## src/rtl/fetch_stage_pkg.sv

```systemverilog
// Shared types and constants for the MIPS IF stage and its fetch buffer.
package fetch_stage_pkg;

  localparam logic [31:0] NOP_INSTR        = 32'h0000_0000;
  localparam logic [31:0] DEFAULT_RESET_PC = 32'h0000_0000;

  typedef enum logic [1:0] {IDLE, WAIT, DRAIN} fetch_state_e;

  // One buffered fetch: PC+4 of the word and the word itself
  typedef struct packed {
    logic [31:0] pc4;
    logic [31:0] instr;
  } fetch_entry_t;

endpackage

```

## src/rtl/fetch_buffer.sv

```systemverilog
// Small synchronous FIFO decoupling instruction-memory latency from ID stalls.
module fetch_buffer #(
  parameter  int DEPTH = 2,
  parameter  int WIDTH = 64,
  localparam int AW    = $clog2(DEPTH)
) (
  input  logic             clk,
  input  logic             rst,
  input  logic             push,
  input  logic             pop,
  input  logic             flush,
  input  logic [WIDTH-1:0] wdata,
  output logic [WIDTH-1:0] head,
  output logic             full,
  output logic             empty,
  output logic [AW:0]      count
);

  logic [WIDTH-1:0] mem [DEPTH];
  logic [AW-1:0]    rd_ptr, wr_ptr;

  always_ff @(posedge clk) begin
    if (!rst || flush) begin
      rd_ptr <= '0;
      wr_ptr <= '0;
      count  <= '0;
    end else begin
      if (push) wr_ptr <= wr_ptr + AW'(1);
      if (pop)  rd_ptr <= rd_ptr + AW'(1);
      case ({push, pop})
        2'b10:   count <= count + (AW+1)'(1);
        2'b01:   count <= count - (AW+1)'(1);
        default: count <= count;
      endcase
    end
  end

  always_ff @(posedge clk) begin
    if (push) mem[wr_ptr] <= wdata;
  end

  assign head  = mem[rd_ptr];
  assign full  = (count == (AW+1)'(DEPTH));
  assign empty = (count == '0);

  // The fetch FSM only requests while space is guaranteed
  a_no_overflow: assert property (@(posedge clk) disable iff (!rst) !(push && full));

endmodule

```

## src/rtl/fetch_stage.sv

```systemverilog
// IF stage + IF/ID register: PC, req/ack fetch FSM, fetch buffer, freeze and redirect.
module fetch_stage
  import fetch_stage_pkg::*;
#(
  parameter logic [31:0] RESET_PC  = DEFAULT_RESET_PC,
  parameter int          BUF_DEPTH = 2
) (
  input  logic        clk,
  input  logic        rst,
  input  logic        freeze,
  input  logic        branch_taken,
  input  logic [31:0] branch_addr,
  output logic        imem_req,
  output logic [31:0] imem_addr,
  input  logic        imem_ack,
  input  logic [31:0] imem_rdata,
  output logic [31:0] pc_out,
  output logic [31:0] instruction_out,
  output logic        valid_out
);

  localparam int CW = $clog2(BUF_DEPTH) + 1;

  fetch_state_e state, state_nxt;
  logic [31:0]  pc, pc_nxt, addr_nxt;
  logic         req_nxt;
  logic         push, pop, buf_full, buf_empty, room_after;
  logic [CW-1:0] buf_count;
  fetch_entry_t push_entry, head;

  assign pop        = !freeze && !branch_taken && !buf_empty;
  assign push       = (state == WAIT) && imem_ack && !branch_taken;
  assign push_entry = '{pc4: pc + 32'd4, instr: imem_rdata};
  // Space left once this cycle's push and pop have both landed
  assign room_after = (buf_count + CW'(push) - CW'(pop)) < CW'(BUF_DEPTH);

  fetch_buffer #(.DEPTH(BUF_DEPTH), .WIDTH(64)) u_buf (
    .clk   (clk),
    .rst   (rst),
    .push  (push),
    .pop   (pop),
    .flush (branch_taken),
    .wdata (push_entry),
    .head  (head),
    .full  (buf_full),
    .empty (buf_empty),
    .count (buf_count)
  );

  always_comb begin
    state_nxt = state;
    pc_nxt    = pc;
    req_nxt   = imem_req;
    addr_nxt  = imem_addr;
    if (branch_taken) begin
      pc_nxt = branch_addr;
      if (state != IDLE) begin
        if (imem_ack) begin
          req_nxt   = 1'b0;
          state_nxt = IDLE;
        end else begin
          state_nxt = DRAIN;
        end
      end
    end else begin
      case (state)
        IDLE: if (!buf_full) begin
          req_nxt   = 1'b1;
          addr_nxt  = pc;
          state_nxt = WAIT;
        end
        WAIT: if (imem_ack) begin
          pc_nxt = pc + 32'd4;
          if (room_after) begin
            addr_nxt = pc + 32'd4;
          end else begin
            req_nxt   = 1'b0;
            state_nxt = IDLE;
          end
        end
        DRAIN: if (imem_ack) begin
          req_nxt   = 1'b0;
          state_nxt = IDLE;
        end
        default: begin
          req_nxt   = 1'b0;
          state_nxt = IDLE;
        end
      endcase
    end
  end

  always_ff @(posedge clk) begin
    if (!rst) begin
      state           <= IDLE;
      pc              <= RESET_PC;
      imem_req        <= 1'b0;
      imem_addr       <= RESET_PC;
      pc_out          <= '0;
      instruction_out <= NOP_INSTR;
      valid_out       <= 1'b0;
    end else begin
      state     <= state_nxt;
      pc        <= pc_nxt;
      imem_req  <= req_nxt;
      imem_addr <= addr_nxt;
      if (branch_taken || (!freeze && buf_empty)) begin
        pc_out          <= '0;
        instruction_out <= NOP_INSTR;
        valid_out       <= 1'b0;
      end else if (!freeze) begin
        pc_out          <= head.pc4;
        instruction_out <= head.instr;
        valid_out       <= 1'b1;
      end
    end
  end

endmodule
```

## config.mk

```make
export PLATFORM = sky130hd
export DESIGN_NAME = fetch_stage
export DESIGN_NICKNAME = d
export VERILOG_FILES = /design/src/rtl/fetch_stage_pkg.sv /design/src/rtl/fetch_buffer.sv /design/src/rtl/fetch_stage.sv
export SDC_FILE = /design/constraint.sdc
export NUM_CORES = 1
export LEC_CHECK = 0
export CAP_MARGIN = 20
export CORE_AREA = 2 2 145 147
export DETAILED_ROUTE_END_ITERATION = 10
export DIE_AREA = 0 0 147 149
export GPL_TIMING_DRIVEN = 0
export PLACE_DENSITY = 0.91
export SYNTH_ARGS = -nofsm -noshare
export SYNTH_HDL_FRONTEND = slang
export SYNTH_SLANG_ARGS = --single-unit
```

## constraint.sdc

```tcl
create_clock -name clk -period 6.6 [get_ports clk]
set_input_delay 0.99 -clock clk [delete_from_list [all_inputs] [get_ports clk]]
set_output_delay 0.99 -clock clk [all_outputs]
set_load 0.02 [all_outputs]
```

; Yosys cells after proc, flatten, opt, wreduce, memory -nomap -nowiden
; Memory sizes are Yosys's and may differ from the RTL's. A register that Yosys moved wholly into a read port is not among the register bits.
; Index checks and enable logic that the tools add are counted.
[classes]
add_sub_neg = 7
order_cmp = 1
eq_ne = 13
n_mux = 25
bitwise = 2
reduce_logical = 24
[ops]
columns = op, count
row1 = $mux 32, 6
row2 = $pmux 32 s2, 1
row3 = $add 32x3->32 const B, 1
row4 = $mux 2, 7
row5 = $ne 3x3->1 const B, 4
row6 = $reduce_and 5->1, 2
row7 = $reduce_bool 2->1, 5
row8 = $mux 1, 8
row9 = $eq 2x2->1 const B, 3
row10 = $ne 2x2->1 const B, 3
row11 = $pmux 2 s3, 1
row12 = $logic_and 1x1->1, 5
row13 = $logic_not 1->1, 5
row14 = $eq 2x1->1 const B, 2
row15 = $logic_not 2->1, 2
row16 = $pmux 2 s2, 1
row17 = $reduce_and 4->1, 1
row18 = $pmux 1 s3, 1
row19 = $add 1x1->1 const B, 2
row20 = $add 2x1->2, 1
row21 = $add 2x1->2 const B, 1
row22 = $logic_or 1x1->1, 2
row23 = $lt 2x2->1 const B, 1
row24 = $ne 2x1->1 const B, 1
row25 = other kinds (5), 6
[word_totals]
reg_bits = 72
ramBits = 128
input_bits = 69
word_cells = 81
memories = 1
[memory_table]
columns = name, words, word_bits, read_ports, rd_ports_with_merged_regs, wr, line_no
row1 = u_buf.mem, 2, 64, 1, 1, 1, fetch_buffer.sv:19  ; logic [WIDTH-1:0] mem [DEPTH];

; Depth between registers and ports, before layout
[depth]
ltp_word = 10
ltp_mapped = 11
mapped_depth_nobuf = 8

; By module
; From an unflattened synthesis, not the netlist that was laid out.
[unflattened]
hier_cells = 928
area_unflattened_um2 = 10930.5
[modules_own_cells]
columns = mod, n_inst, cells_per_inst, area_per_inst_um2, seq_area_each_um2
row1 = fetch_stage, 1, 706, 6104.6, 2642.5
row2 = fetch_buffer, 1, 222, 4825.9, 3943.8

; Least setup slack after synthesis
; No wires, ideal clock.
[synth_path]
path_type = input port to flip-flop
from = input port branch_taken
to = memory u_buf.mem[0][0], enable pin
arrival_ps = 4430
path_slack_ps = 1684
stages = 5
n_path_buf = 2
cell_sequence = clkbuf_1 -> clkinv_1 -> clkbuf_1 -> nand2_1 -> nor2_1
[synth_between]
elab_chain_cells = 4
[synth_lines]
columns = element, line_no
row1 = start: declaration, fetch_stage.sv:11  ; input logic branch_taken,
row2 = $logic_not 1->1, fetch_stage.sv:32  ; assign push = (state == WAIT) && imem_ack && !branch_taken;
row3 = $logic_and 1x1->1, fetch_stage.sv:32
row4 = $mux 1, fetch_buffer.sv:39  ; if (push) mem[wr_ptr] <= wdata;
row5 = $mux 1 (not written as such), fetch_buffer.sv:39
row6 = end: declaration, fetch_buffer.sv:19
; No other way between the ends.

; Final worst setup path
[layout_path]
from = input port freeze
to = register imem_addr[1]
[layout_between]
elab_chain_cells = 7
[layout_lines]
columns = element, line_no
row1 = start: declaration, fetch_stage.sv:10  ; input logic freeze,
row2 = $logic_not 1->1, n/a
row3 = $logic_and 1x1->1 (2 in a row), fetch_stage.sv:31  ; assign pop = !freeze && !branch_taken && !buf_empty;
row4 = named net pop, fetch_stage.sv:27  ; logic push, pop, buf_full, buf_empty, room_after;
row5 = $sub 2x1->2, fetch_stage.sv:35  ; assign room_after = (buf_count + CW'(push) - CW'(pop)) < CW'(BUF_DEPTH);
row6 = $lt 2x2->1, fetch_stage.sv:35
row7 = $ne 2x2->1 (no source line), n/a
row8 = $reduce_and 5->1 (no source line), n/a
row9 = end signal: assignment, fetch_stage.sv:106  ; imem_addr <= addr_nxt;
row10 = end: declaration, fetch_stage.sv:14  ; output logic [31:0] imem_addr,
; The timed path passes the listed nets, and every way through them passes these cells.
; A chain may end at the register's enable or synchronous reset.

==> impl_metrics.toml <==
[timing]
worst_slew_pin_slew_ns = 1.05
hold_viol = 0
relSlewSlack = 0.292
setup_violations = 0
rsz0062_at_grt = "false"
setup_tns_ns = 0
finalCritPeriodShare = 0.680
period_minus_slack_ns = 4.49
fmax_mhz = 223
fin_ws_ns = 2.11
maxSlewViolCount = 0
whs_ns = 0.466
fin_skew_ns = 0.0162

[finish]
drive_above_1_share = 0.0533
nets = 1272
n_antenna_cell = 0
area_delta_synth_final_pct = 27.0
final_util = 0.669
design_area_um2 = 13800
stdcell_count = 1495

[synth]
synth_area_per_cell_um2 = 10.8
synth_area_leader_cell = "edfxtp_1"
yosysUniqueCellTypes = 47
yosys.area_share.simple = 0.131
ys_top_cells_by_count = "nor2_1, dfxtp_1, edfxtp_1"
synthMuxAreaShare = 0.0637
yosysMostFrequentCell = "nor2_1"
synth_adder_area_share = 0.00346
synth_top_family_by_area = "simple AND/OR/NAND/NOR gates"
synthCells = 1005
synth_top_area_frac = 0.355
ys_seq_area_frac = 0.606
synth_compound_area_frac = 0.0904
ys_warn_count = 0
synthXorXnorAreaFrac = 0.0711
synth_edf_count = 128
async_reset_ff_frac = 0
synth_area_um2 = 10800
synth_fp_nets = 1077
synth_ff_type = "dfxtp_1"
ys_ff_latch = 264
synthTopCellsByArea = "edfxtp_1, dfxtp_1, mux2i_1"

[grt]
grt_antenna_before_repair = 0
grt_pass1_wl_mm = 40.9
grt_max_degree = 65
overflow = 0
grtUsageTotal = 0.232
grt_pass1_vias = 8003

[cts]
cts.clk_slew.worst_paths_ns = 0.06
htree_levels = 1
cts_setup_buffers = 0
clk_path_buf_depth = 3
clkSinkCount = 264
cts_tree = "built"
clock_latency_ns = 0.53
cts_resized = 0
cts_buffers = 26
cts-hold-fix-buffers = 0
root_buffer = "clkbuf_16"

[placement]
dpl_cell_area_um2 = 12900
placed_cells_incl_taps = 1447
dp_hpwl_mm = 18.2
pre_cts_ws_ns = 1.66
portBuffers = 165
gp_congestion = 0.877

[critical_path]
end_kind = "flop"
crit_required_ns = 7.01
worstSetupPathType = "input port to flop"
worst-path-buf-inv = 4
cpMaxStageDelayCell = "a311oi_2"
cp.depth = 11
max_stage_delay_ns = 0.86
path_cells = "clkbuf_1, clkbuf_1, clkbuf_1, nor3_1, ha_1, xor2_1, or3_1, a311oi_2, buf_2, mux2i_1, nor2_1"
reg2regPathDepth = 9
critPathArrivalTime_ns = 4.90
path_delay_family = "buffers and inverters"
crit_top_cell = "clkbuf_1"
start_kind = "input port"
cp_max_fo = 10

[pwr]
power_density_nw_per_um2 = 261
p_switching_mw = 0.803
p_clk_frac = 0.415
p_leak_nw = 4.53
seqPwrFrac = 0.498
power.internal_mw = 2.79
power_mw = 3.59
ir_worst_vdd_v = 0.000171
combPwrFrac = 0.086
switching_share = 0.224

[floorplanning]
die-area_um2 = 21900
die_w_um = 147
initial_core_util = 0.527
die_y_um = 149
core_um2 = 20600
io_pins = 167
rows = 53

[routing]
drtIter0Drc = 590
viasPerCell = 5.45
vias = 8145
wl_per_cell_um = 17.3
first_pass_iters = 5
drc = 0
drtAntennaViolNets = 0
wl_mm = 25.9

[flow_run]
cap_violations = 0

[status]
status = "completed"

[hold_path]
hold_depth = 2
hp-class = "flop to flop"
cell usage in the layout (no fill, tap or decap), drive strengths merged, types with 6 or more instances in the layout:
cell type,instances
nand4,20
nand3,19
dfxtp,136
nor3,24
nor2,171
a21oi,115
o21ai,48
edfxtp,128
nor4,11
buf,17
mux2i,69
a211oi,11
xor2,37
xnor2,51
clkdlybuf4s50,165
inv,6
nand2,31
and3,8
clkbuf,105
clkinv,8
sequential cells by signal (all words and copies together), names as in the netlist, 2 cells and up:
register         cells
u_buf.mem          128
u_buf.count          2
pc_out              32
imem_addr           32
instruction_out     32
state                2
pc                  32
cell families after synthesis:
group	after synthesis
simple gates	308
flops	264
buf+inv	90
mux	69
xor+xnor	88
fa+ha+maj	3
compound gates	183
path summary, 6_finish.rpt:
check	from	end	slack (ns)
setup / recovery	freeze	imem_addr[1]	2.11
setup reg to reg	u_buf.count[0]	imem_addr[1]	3.38
hold / removal	valid_out	valid_out	0.47
hold reg to reg	valid_out	valid_out	0.47
per-layer routing:
metal	routed length, um	track usage
met5	0	0
met4	784	0.0865
met3	1450	0.0321
met2	12900	0.410
met1	10800	0.291
power by group through the flow:
stage	Combinational, mW	Sequential [mW]	Clock (mW)
6_report	0.310	1.79	1.49
3_5_place_dp	0.306	1.82	0
2_1_floorplan	0.142	1.85	0
5_1_grt	0.335	1.79	1.57
3_3_place_gp	0.296	1.82	0
4_1_cts	0.309	1.79	1.50
final cells by class:
cell class	count	area, um^2
clock inverter	11	133
timing repair buffer	167	1700
inverter	7	26.3
tap	275	344
fill	1490	6800
buffer	83	347
sequential	264	6570
clock buffer	37	733
multi-input combinational	651	3910
tightest hold or removal path: stages (launching register included):
cell	delay, ns
dfxtp_1	0.31
inv_1	0.05
a21oi_1	0.06
No activity file was read; power rests on OpenSTA's default activity.
